## src/rtl/imm_ext_pipe.sv

```systemverilog
// imm_ext_pipe: pipelined immediate extender with a registered-ready skid buffer
module imm_ext_pipe #(
  parameter int IN_W = 15,
  parameter int OUT_W = 32,
  parameter int SHIFT_AMT = 2
) (
  input  logic             clk,
  input  logic             rst,
  input  logic             in_valid,
  output logic             in_ready,
  input  logic [IN_W-1:0]  in_imm,
  input  logic [1:0]       in_mode,
  output logic             out_valid,
  input  logic             out_ready,
  output logic [OUT_W-1:0] out_data
);
  logic [OUT_W-1:0] sx, zx, up, ext, main_d, skid_d;
  logic main_v, skid_v, it, ot;
  always_comb begin
    sx = {OUT_W{in_imm[IN_W-1]}};
    sx[IN_W-1:0] = in_imm;
    zx = '0;
    zx[IN_W-1:0] = in_imm;
    up = '0;
    up[OUT_W-1 -: IN_W] = in_imm;
    ext = in_mode == 2'd0 ? sx : in_mode == 2'd1 ? zx : in_mode == 2'd2 ? up : sx << SHIFT_AMT;
  end
  assign it = in_valid && in_ready;
  assign ot = main_v && out_ready;
  assign out_valid = main_v;
  assign out_data = main_d;
  // skid drains first; in_ready only falls once skid actually holds data
  always_ff @(posedge clk or posedge rst) begin
    if (rst) begin
      main_v <= 1'b0;
      skid_v <= 1'b0;
      main_d <= '0;
      skid_d <= '0;
      in_ready <= 1'b1;
    end else if (ot && skid_v) begin
      main_d <= skid_d;
      skid_v <= 1'b0;
      in_ready <= 1'b1;
    end else if (ot || !main_v) begin
      main_v <= it;
      if (it) main_d <= ext;
    end else if (it) begin
      skid_v <= 1'b1;
      skid_d <= ext;
      in_ready <= 1'b0;
    end
  end
endmodule
```

## config.mk

```make
export PLATFORM = sky130hd
export DESIGN_NAME = imm_ext_pipe
export DESIGN_NICKNAME = d
export VERILOG_FILES = /design/src/rtl/imm_ext_pipe.sv
export SDC_FILE = /design/constraint.sdc
export NUM_CORES = 1
export LEC_CHECK = 0
export BUFFER_PORTS_ARGS = -buffer_cell sky130_fd_sc_hd__buf_4
export CAP_MARGIN = 20
export CORE_MARGIN = 1
export CORE_UTILIZATION = 51
export CTS_CLUSTER_DIAMETER = 60
export CTS_CLUSTER_SIZE = 8
export DETAILED_ROUTE_END_ITERATION = 8
export HOLD_SLACK_MARGIN = 0.12
export PLACE_DENSITY = 0.82
export SYNTH_ARGS = -nofsm -noshare
export SYNTH_HDL_FRONTEND = slang
export SYNTH_SLANG_ARGS = --single-unit
```

## constraint.sdc

```tcl
create_clock -name clk -period 1.95 [get_ports clk]
set_input_delay 0.195 -clock clk [delete_from_list [all_inputs] [get_ports clk]]
set_output_delay 0.195 -clock clk [all_outputs]
set_load 0.02 [all_outputs]
```

==> results of run 1 <==
registers in the layout, indices dropped and copies added, names as in the netlist:
| register | count |
|---|---|
| skid_v | 1 |
| out_data | 32 |
| out_valid | 1 |
| skid_d | 32 |
| in_ready | 1 |
kinds of logic after synthesis:
family	count (synthesis)	share of synthesized area [%]
DFF	67	48.6
muxes	18	5.79
AOI/OAI and AO/OA	155	27.4
and+or+nand+nor	90	12.1
buffers and inverters	40	6.16
through the flow:
stage,setup WS [ps],hold WS (ps),utilization (%),instance area (um^2),total power [W]
finish,463,167,62.8,4060,0.00270
CTS,456,161,62.8,4060,0.00271
global route,353,179,62.8,4060,0.00280
global placement,529,194,59.9,3870,0.00166
floorplan,73.5,341,-,3450,0.00158
detailed placement,478,202,59.9,3870,0.00166
power by group through the flow:
stage	logic [W]	clock network [W]	registers (W)
2_1_floorplan	0.000160	0	0.00142
3_3_place_gp	0.000244	0	0.00142
3_5_place_dp	0.000248	0	0.00142
4_1_cts	0.000252	0.00107	0.00139
5_1_grt	0.000278	0.00113	0.00139
6_report	0.000253	0.00106	0.00139
worst min-delay path, stage by stage:
cell and delay (ps):
buf_4 110, a21oi_1 50, o21ai_0 120
final timing paths:
| kind | from | endpoint | cells after the start |
|---|---|---|---|
| worst max-delay path | in_ready$_DFFE_PP1P_ | out_data[9]$_DFFE_PP0P_ | 4 |
| worst min-delay path | in_imm[2] | skid_d[4]$_DFFE_PP0P_ | 3 |
| worst max register to register | in_ready$_DFFE_PP1P_ | out_data[9]$_DFFE_PP0P_ | 4 |
| worst min register to register | skid_d[6]$_DFFE_PP0P_ | skid_d[6]$_DFFE_PP0P_ | 2 |
| max in group asynchronous | rst | skid_d[17]$_DFFE_PP0P_ | 4 |
| min in group asynchronous | rst | out_data[31]$_DFFE_PP0P_ | 3 |
layer usage:
| layer | vias to the layer above | GRT usage (%) | part of all wire [%] |
|---|---|---|---|
| met4 | 0 | 11.1 | 2.2 |
| met5 | - | 0 | 0 |
| li1 | 1409 | - | - |
| met1 | 1444 | 34.3 | 43 |
| met3 | 19 | 7.08 | 8.0 |
| met2 | 130 | 38.9 | 47 |
layout by cell type, fill, tap and decap left out, drive strengths merged, types with 2 or more instances in the layout:
cell type / netlist / final
buf: 16 / 66
inv: 2 / 2
dlygate4sd3: 0 / 2
nor2: 29 / 29
mux2: 16 / 16
a22oi: 2 / 2
nand2: 36 / 36
nor2b: 16 / 16
a21oi: 28 / 28
clkinv: 0 / 2
o21ai: 65 / 65
mux2i: 2 / 2
dfrtp: 66 / 66
clkbuf: 22 / 14
nand2b: 2 / 2
o31ai: 28 / 28
a211oi: 29 / 29
layout make-up:
| class | count | share of cell area (%) |
|---|---|---|
| sequential | 67 | 41.3 |
| multi-input combinational | 263 | 38.5 |
| timing repair buffer | 68 | 13.3 |
| clock buffer | 14 | 4.01 |
| tap | 77 | 2.37 |
| clock inverter | 2 | 0.247 |
| inverter | 2 | 0.185 |
==> flow_summary.yaml, run 1 <==
sta:
  drv_slew: 0
  setup_viol: 0
  skew_ps: 7.96
  fin_crit_sh_pct: 76.2
  max_freq_mhz: 673
  final.min_clock_period_ps: 1490
  max_slew_margin_pct: 73.3
  rsz0062_at_grt: "false"
  tightest_slew_ps: 401
  fin_tns_setup_ps: 0
  hold_violations: 0
power:
  clockPowerShare_pct: 39.2
  power_density_nw_per_um2: 666
  p_comb_share_pct: 9.4
  seqPwrFrac_pct: 51.4
  peakVddDrop_mv: 0.368
  internal_power_w: 0.00202
  swShare_pct: 25.1
  leakagePower_nw: 1.91
  power.switching_w: 0.000679
cts:
  hold_buffers: 2
  clk_pin_slew_ps: 70
  post_cts_buffers: 0
  insertion_delay_ps: 350
  htreeDepth: 3
  cts_sinks: 67
  clock-root-buffer: "clkbuf_8"
  cts-resized-gates: 0
  cts_tree: "yes"
  cts_buffers: 9
  clock_path_buffers: 2
global_routing:
  grt_max_degree: 65
  grt_overflow: 0
  track_usage_pct: 25.5
  grt_pass1_wl_um: 14000
  first_global_vias: 2800
  antenna_found_initial: 0
cells_and_area:
  layout.nets: 432
  multi_input_area_um2: 1560
  layout.cells.non_filler: 493
  diodes: 0
  layout.area.seq_um2: 1680
  syn_to_final_growth_pct: 17.5
  drive_above_1_share_pct: 24.5
  fillers: 558
route:
  drt_first_iter_violations: 282
  ant_nets: 0
  firstDrtPassIters: 7
  routed_via_density: 6.09
  drc: 9
  via_count: 3002
  avgRoutedWirePerCell_um: 17.3
  wl_um: 8540
yosys:
  ys_top_cells_by_count: "dfrtp_1, o21ai_0, nand2_1"
  syn_avg_cell_area_um2: 9.34
  ys_seq_area_share_pct: 48.6
  synth.top_cell.area_share_pct: 47.8
  synth_edf_count: 0
  syn-instance-count: 370
  synth_top_cells_by_area: "dfrtp_1, o21ai_0, a211oi_1"
  yosysUniqueCellTypes: 34
  synth.most_common_cell: "dfrtp_1"
  ys_seq_elements: 67
  netlist_area_um2: 3450
  yosysTopAreaCell: "dfrtp_1"
  synth_async_sr_flop_share_pct: 100
  yosysWarnings: 0
  ys.flop_type: "dfrtp_1"
  syn-num-nets: 391
placement:
  portBuffers: 54
  dp_cells: 475
  dpl.hpwl_um: 5410
  place_congestion: 0.769
die:
  start_util_pct: 53.5
  ios: 55
  fp.coreArea_um2: 6460
  fp-row-count: 29
  fp.dieArea_um2: 7110
  die_w_um: 84.3
  dieHeight_um: 84.3
worst_setup_path:
  critical-path-top-delay-family: "flip-flops"
  cp_cell_sequence: "a22oi_2, or2_1, buf_4, o31ai_1"
  crit_fanout: 18
  critPathBufInv: 1
  crit_required_ps: 2200
  crit_path_end_kind: "flip-flop"
  start_kind: "flip-flop"
  crit_arrival_ps: 1740
  path_class: "flip-flop to flip-flop"
  ff2ff_setup_slack_ps: 460
  cp_slowest_stage_delay_ps: 590
  cp_slowest_cell: "dfstp_2"
run_status:
  status: "complete, but fails checks"
  failed_checks: "DRC"
flow_run:
  drv_cap: 0
min_path:
  hold_class: "primary input to flip-flop"
Power figures use the tool's default switching activity.
==> run 2: changes to the inputs <==
- clock period: 1.95 -> 1.3 ns (I/O delays scaled with it)
==> run 2 against run 1 <==
  * The run ends with DRC, setup timing left
  * Flip-flop and latch count unchanged
  * Sequential power grew 50%
  * Via count increased by 9.9%
  * Count of clock-buffer cells in the layout down 3
  * First-iteration DRC count grew 66%
  * Design area grew 16%
  * Clock skew is 1.8 ps lower
  * Core utilization increased by 10 points
  * Routed wire length up 22%
  * Maximum frequency is 0.27% higher
  * Clock power grew 64%
  * Critical endpoint is now out_data[13]$_DFFE_PP0P_
  * Largest power group unchanged
==> flow_summary.yaml, run 2 (synthesis results as in run 1) <==
run_status:
  status: "complete, but fails checks"
  failed_checks: "DRC, setup timing"
worst_setup_path:
  ff2ff_setup_slack_ps: -180
  crit_path_end_kind: "flip-flop"
  path_class: "flip-flop to flip-flop"
  crit_arrival_ps: 1710
  timing.rr.end: "out_data[13]$_DFFE_PP0P_"
  crit_path_start: "skid_v$_DFFE_PP0P_"
  timing.rr.start: "skid_v$_DFFE_PP0P_"
  reg2regPathDepth: 4
  crit_fanout: 29
  crit_required_ps: 1530
  crit_end: "out_data[13]$_DFFE_PP0P_"
  start_kind: "flip-flop"
power:
  internal_power_w: 0.00322
  leakagePower_nw: 2.13
  seqPwrFrac_pct: 48.1
  swShare_pct: 25.6
  p_comb_share_pct: 11.7
  peakVddDrop_mv: 0.630
  power.switching_w: 0.00111
  power_density_nw_per_um2: 922
  clockPowerShare_pct: 40.2
placement:
  place_area_um2: 3990
  place_congestion: 0.814
  portBuffers: 54
  dpl.hpwl_um: 5690
  place_ws_ps: -109
  dp_cells: 482
cts:
  cts_buffers: 9
  cts_sinks: 67
  clock_path_buffers: 2
  hold_buffers: 14
  cts_tree: "yes"
  insertion_delay_ps: 360
  clk_pin_slew_ps: 70
  htreeDepth: 3
  clock-root-buffer: "clkbuf_8"
sta:
  fin_crit_sh_pct: 114
  postLayoutSetupSlackWorst_ps: -183
  rsz0062_at_grt: "true"
  setup_viol: 62
  tightest_slew_ps: 400
  max_slew_margin_pct: 73.2
  final.min_clock_period_ps: 1480
  skew_ps: 6.12
  drv_slew: 0
  max_freq_mhz: 675
  hold_violations: 0
die:
  fp-row-count: 29
  ios: 55
  start_util_pct: 53.5
  fp.coreArea_um2: 6460
  dieHeight_um: 84.3
  fp.dieArea_um2: 7110
  die_w_um: 84.3
global_routing:
  grt_pass1_wl_um: 15300
  grt_overflow: 0
  grt_max_degree: 68
  track_usage_pct: 27.9
  first_global_vias: 3024
  antenna_found_initial: 0
route:
  ant_nets: 0
  avgRoutedWirePerCell_um: 20.3
  via_count: 3298
  drc: 4
  routed_via_density: 6.42
  wl_um: 10400
  firstDrtPassIters: 8
  drt_first_iter_violations: 467
cells_and_area:
  layout.nets: 453
  layout.cells.non_filler: 514
  drive_above_1_share_pct: 36.6
  layout_common_cells: "dfrtp_1, buf_4, o21ai_1"
  syn_to_final_growth_pct: 36.1
  final_cell_area_um2: 4700
  final_common_cell: "dfrtp_1"
  postLayoutCoreUtil_pct: 72.8
  diodes: 0
min_path:
  hold_class: "primary input to flip-flop"
flow_run:
  drv_cap: 0
==> run 2: metrics by stage <==
| stage | hold slack (ps) | total power, W | TNS (ps) |
|---|---|---|---|
| final | 90.9 | 0.00434 | -5600 |
| after global routing | 115 | 0.00447 | -8170 |
| after CTS | 89.1 | 0.00428 | -3550 |
| after detailed placement | 261 | 0.00252 | -3950 |
| after global placement | 258 | 0.00251 | -796 |
| after floorplan | 276 | 0.00237 | -10070 |
==> run 2: layout make-up <==
| type | count | area (um^2) |
|---|---|---|
| Clock buffer | 11 | 141 |
| Clock inverter | 5 | 52.6 |
| Fill cell | 430 | 1760 |
| Inverter | 2 | 11.3 |
| Multi-Input combinational cell | 263 | 1880 |
| Sequential cell | 67 | 1680 |
| Tap cell | 77 | 96.3 |
| Timing Repair Buffer | 89 | 843 |
==> run 2: worst min-delay path by stage <==
stage	start	endpoint	cells after the start
after CTS	out_ready	skid_v$_DFFE_PP0P_	4
final	out_ready	skid_v$_DFFE_PP0P_	4
after detailed placement	rst	out_valid$_DFFE_PP0P_	3
after global routing	out_ready	skid_v$_DFFE_PP0P_	4
after floorplan	rst	out_data[0]$_DFFE_PP0P_	1
after global placement	rst	out_data[31]$_DFFE_PP0P_	3
==> run 2: critical path, stage by stage (launching register included) <==
cell	delay (ps)
dfrtp_2	440
and3_1	220
buf_12	190
a211oi_1	350
o31ai_1	140
==> run 2: per-layer routing <==
layer  GRT usage [%]  share of wire [%]
met5               0                  0
met4            13.2                3.7
met3            5.70                8.0
met2            44.6                 49
met1            36.5                 39
==> run 2: timing repair <==
item / CTS / global route
endpoints found under the hold margin: 80 / 1
endpoints found under the setup margin: 62 / 66
cloned: 0 / 1
buffers inserted: 1 / 0
pin swaps: 2 / 2
resized for setup: 27 / 51
==> run 2: power by group through the flow <==
stage / Sequential, W / Combinational, W / Clock (W)
2_1_floorplan: 0.00212 / 0.000246 / 0
3_3_place_gp: 0.00212 / 0.000384 / 0
3_5_place_dp: 0.00212 / 0.000393 / 0
4_1_cts: 0.00208 / 0.000445 / 0.00175
5_1_grt: 0.00208 / 0.000540 / 0.00184
6_report: 0.00208 / 0.000507 / 0.00174
==> run 3: changes to the inputs <==
- CELL_PAD_IN_SITES_DETAIL_PLACEMENT: unset -> 0
- CELL_PAD_IN_SITES_GLOBAL_PLACEMENT: unset -> 2
- CORE_UTILIZATION: 51 -> 30
- PLACE_DENSITY: 0.82 -> 0.79
- TNS_END_PERCENT: unset -> 100
==> run 3 against run 2 <==
  * Flip-flop and latch count stayed put
  * Design area is 5.0% higher
  * Register-to-register slack better by 80 ps
  * Critical path depth stayed put
  * Combinational power is 5.5% lower
  * Count of clock-buffer cells in the layout is 1 lower
  * Maximum frequency is 5.9% higher
  * Sequential power hardly changed
  * First-iteration DRC count is 69% lower
  * Non-clock buffer count is 4 higher
  * The flow finishes with violations (setup timing)
  * Sequential share of layout area is 1.7 points lower
  * Worst hold slack better by 47 ps
==> flow_summary.yaml, run 3 (synthesis results as in run 1) <==
cts:
  cts_sinks: 67
  cts_buffers: 9
  htreeDepth: 3
  cts_tree: "yes"
  clock_path_buffers: 2
  clock-root-buffer: "clkbuf_16"
  clk_pin_slew_ps: 60
  insertion_delay_ps: 330
sta:
  max_slew_margin_pct: 74.6
  postLayoutSetupSlackWorst_ps: -99.6
  fin_tns_setup_ps: -2220
  tightest_slew_ps: 381
  hold_ws_ps: 138
  final.min_clock_period_ps: 1400
  max_freq_mhz: 714
  skew_ps: 5.08
  hold_violations: 0
  fin_crit_sh_pct: 108
  setup_viol: 59
  drv_slew: 0
  rsz0062_at_grt: "true"
power:
  power_density_nw_per_um2: 1060
  leakagePower_nw: 2.20
  peakVddDrop_mv: 0.523
cells_and_area:
  multi_input_area_um2: 1860
  diodes: 0
  drive_above_1_share_pct: 37.4
  layout.nets: 457
  fillers: 1076
  syn_to_final_growth_pct: 43.0
  layout.area.seq_um2: 1680
  final_cell_area_um2: 4940
  layout_common_cells: "dfrtp_1, buf_4, o21ai_1"
  final_common_cell: "dfrtp_1"
route:
  via_count: 3031
  wl_um: 10700
  drt_first_iter_violations: 146
  ant_nets: 0
  routed_via_density: 5.22
  firstDrtPassIters: 4
  avgRoutedWirePerCell_um: 18.4
  drc: 0
die:
  ios: 55
  start_util_pct: 31.3
  dieHeight_um: 109
  die_w_um: 109
  fp.coreArea_um2: 11000
  fp.dieArea_um2: 11900
  fp-row-count: 38
worst_setup_path:
  reg2regPathDepth: 4
  crit_required_ps: 1530
  crit_fanout: 11
  crit_arrival_ps: 1630
  path_class: "flip-flop to flip-flop"
  crit_path_end_kind: "flip-flop"
  start_kind: "flip-flop"
global_routing:
  grt_overflow: 0
  first_global_vias: 3097
  grt_pass1_wl_um: 16900
  track_usage_pct: 18.8
  antenna_found_initial: 0
  grt_max_degree: 68
placement:
  portBuffers: 54
  place_area_um2: 4110
  dpl.hpwl_um: 6630
  place_congestion: 0.759
  place_ws_ps: -118
flow_run:
  drv_cap: 0
run_status:
  status: "complete, but fails checks"
  failed_checks: "setup timing"
min_path:
  hold_class: "primary input to flip-flop"
  hold_depth: 3
==> run 3: layer usage <==
metal | up-vias | global-route usage, % | share of wire [%]
met2 | 61 | 31.3 | 48
met5 | - | 0 | 0
met3 | 7 | 3.79 | 3.3
li1 | 1468 | - | -
met4 | 0 | 4.29 | 0.77
met1 | 1495 | 25.2 | 48
==> run 3: cell type report <==
cell class              instances  share of cell area (%)
inverters                       2                   0.228
well taps                     140                    3.55
flip-flops and latches         67                    34.0
repair buffers                 93                    17.8
clock buffers                  10                    4.84
multi-input cells             263                    37.8
clock inverters                 6                    1.80
==> run 3: critical path: stages, from the launching register on <==
cell and delay (ps):
dfstp_2 530, a22oi_2 60, or2_4 280, clkbuf_16 190, o31ai_1 240
==> run 3: path summary, 6_finish.rpt <==
path / to / from / slack [ps]
worst max-delay path: out_data[30]$_DFFE_PP0P_ / in_ready$_DFFE_PP1P_ / -100
worst min-delay path: skid_d[13]$_DFFE_PP0P_ / in_imm[11] / 140
worst min register to register: skid_d[4]$_DFFE_PP0P_ / skid_d[4]$_DFFE_PP0P_ / 490
min in group asynchronous: out_valid$_DFFE_PP0P_ / rst / 450
worst max register to register: out_data[30]$_DFFE_PP0P_ / in_ready$_DFFE_PP1P_ / -100
max in group asynchronous: out_data[2]$_DFFE_PP0P_ / rst / 540
==> run 3: stage by stage <==
stage / instances / power, W / util, %
finish: 581 / 0.00523 / 44.8
global placement: 550 / 0.00253 / 37.2
detailed placement: 550 / 0.00253 / 37.2
global route: 581 / 0.00540 / 44.8
floorplan: 370 / 0.00237 / -
CTS: 580 / 0.00523 / 42.5
==> run 3: where the power goes <==
group / internal (W) / switching [W] / total (W)
Combinational: 0.000204 / 0.000276 / 0.000479
Clock: 0.00173 / 0.000934 / 0.00266
Sequential: 0.00209 / 0 / 0.00209
==> run 3: repair_timing <==
action / 4_1_cts / 5_1_grt
hold endpoints to repair: 75 / 0
cloned: 3 / 1
hold buffers: 10 / 0
pin swaps: 0 / 0
setup buffers: 1 / 0
resized for setup: 25 / 49
endpoints found under the setup margin: 63 / 66
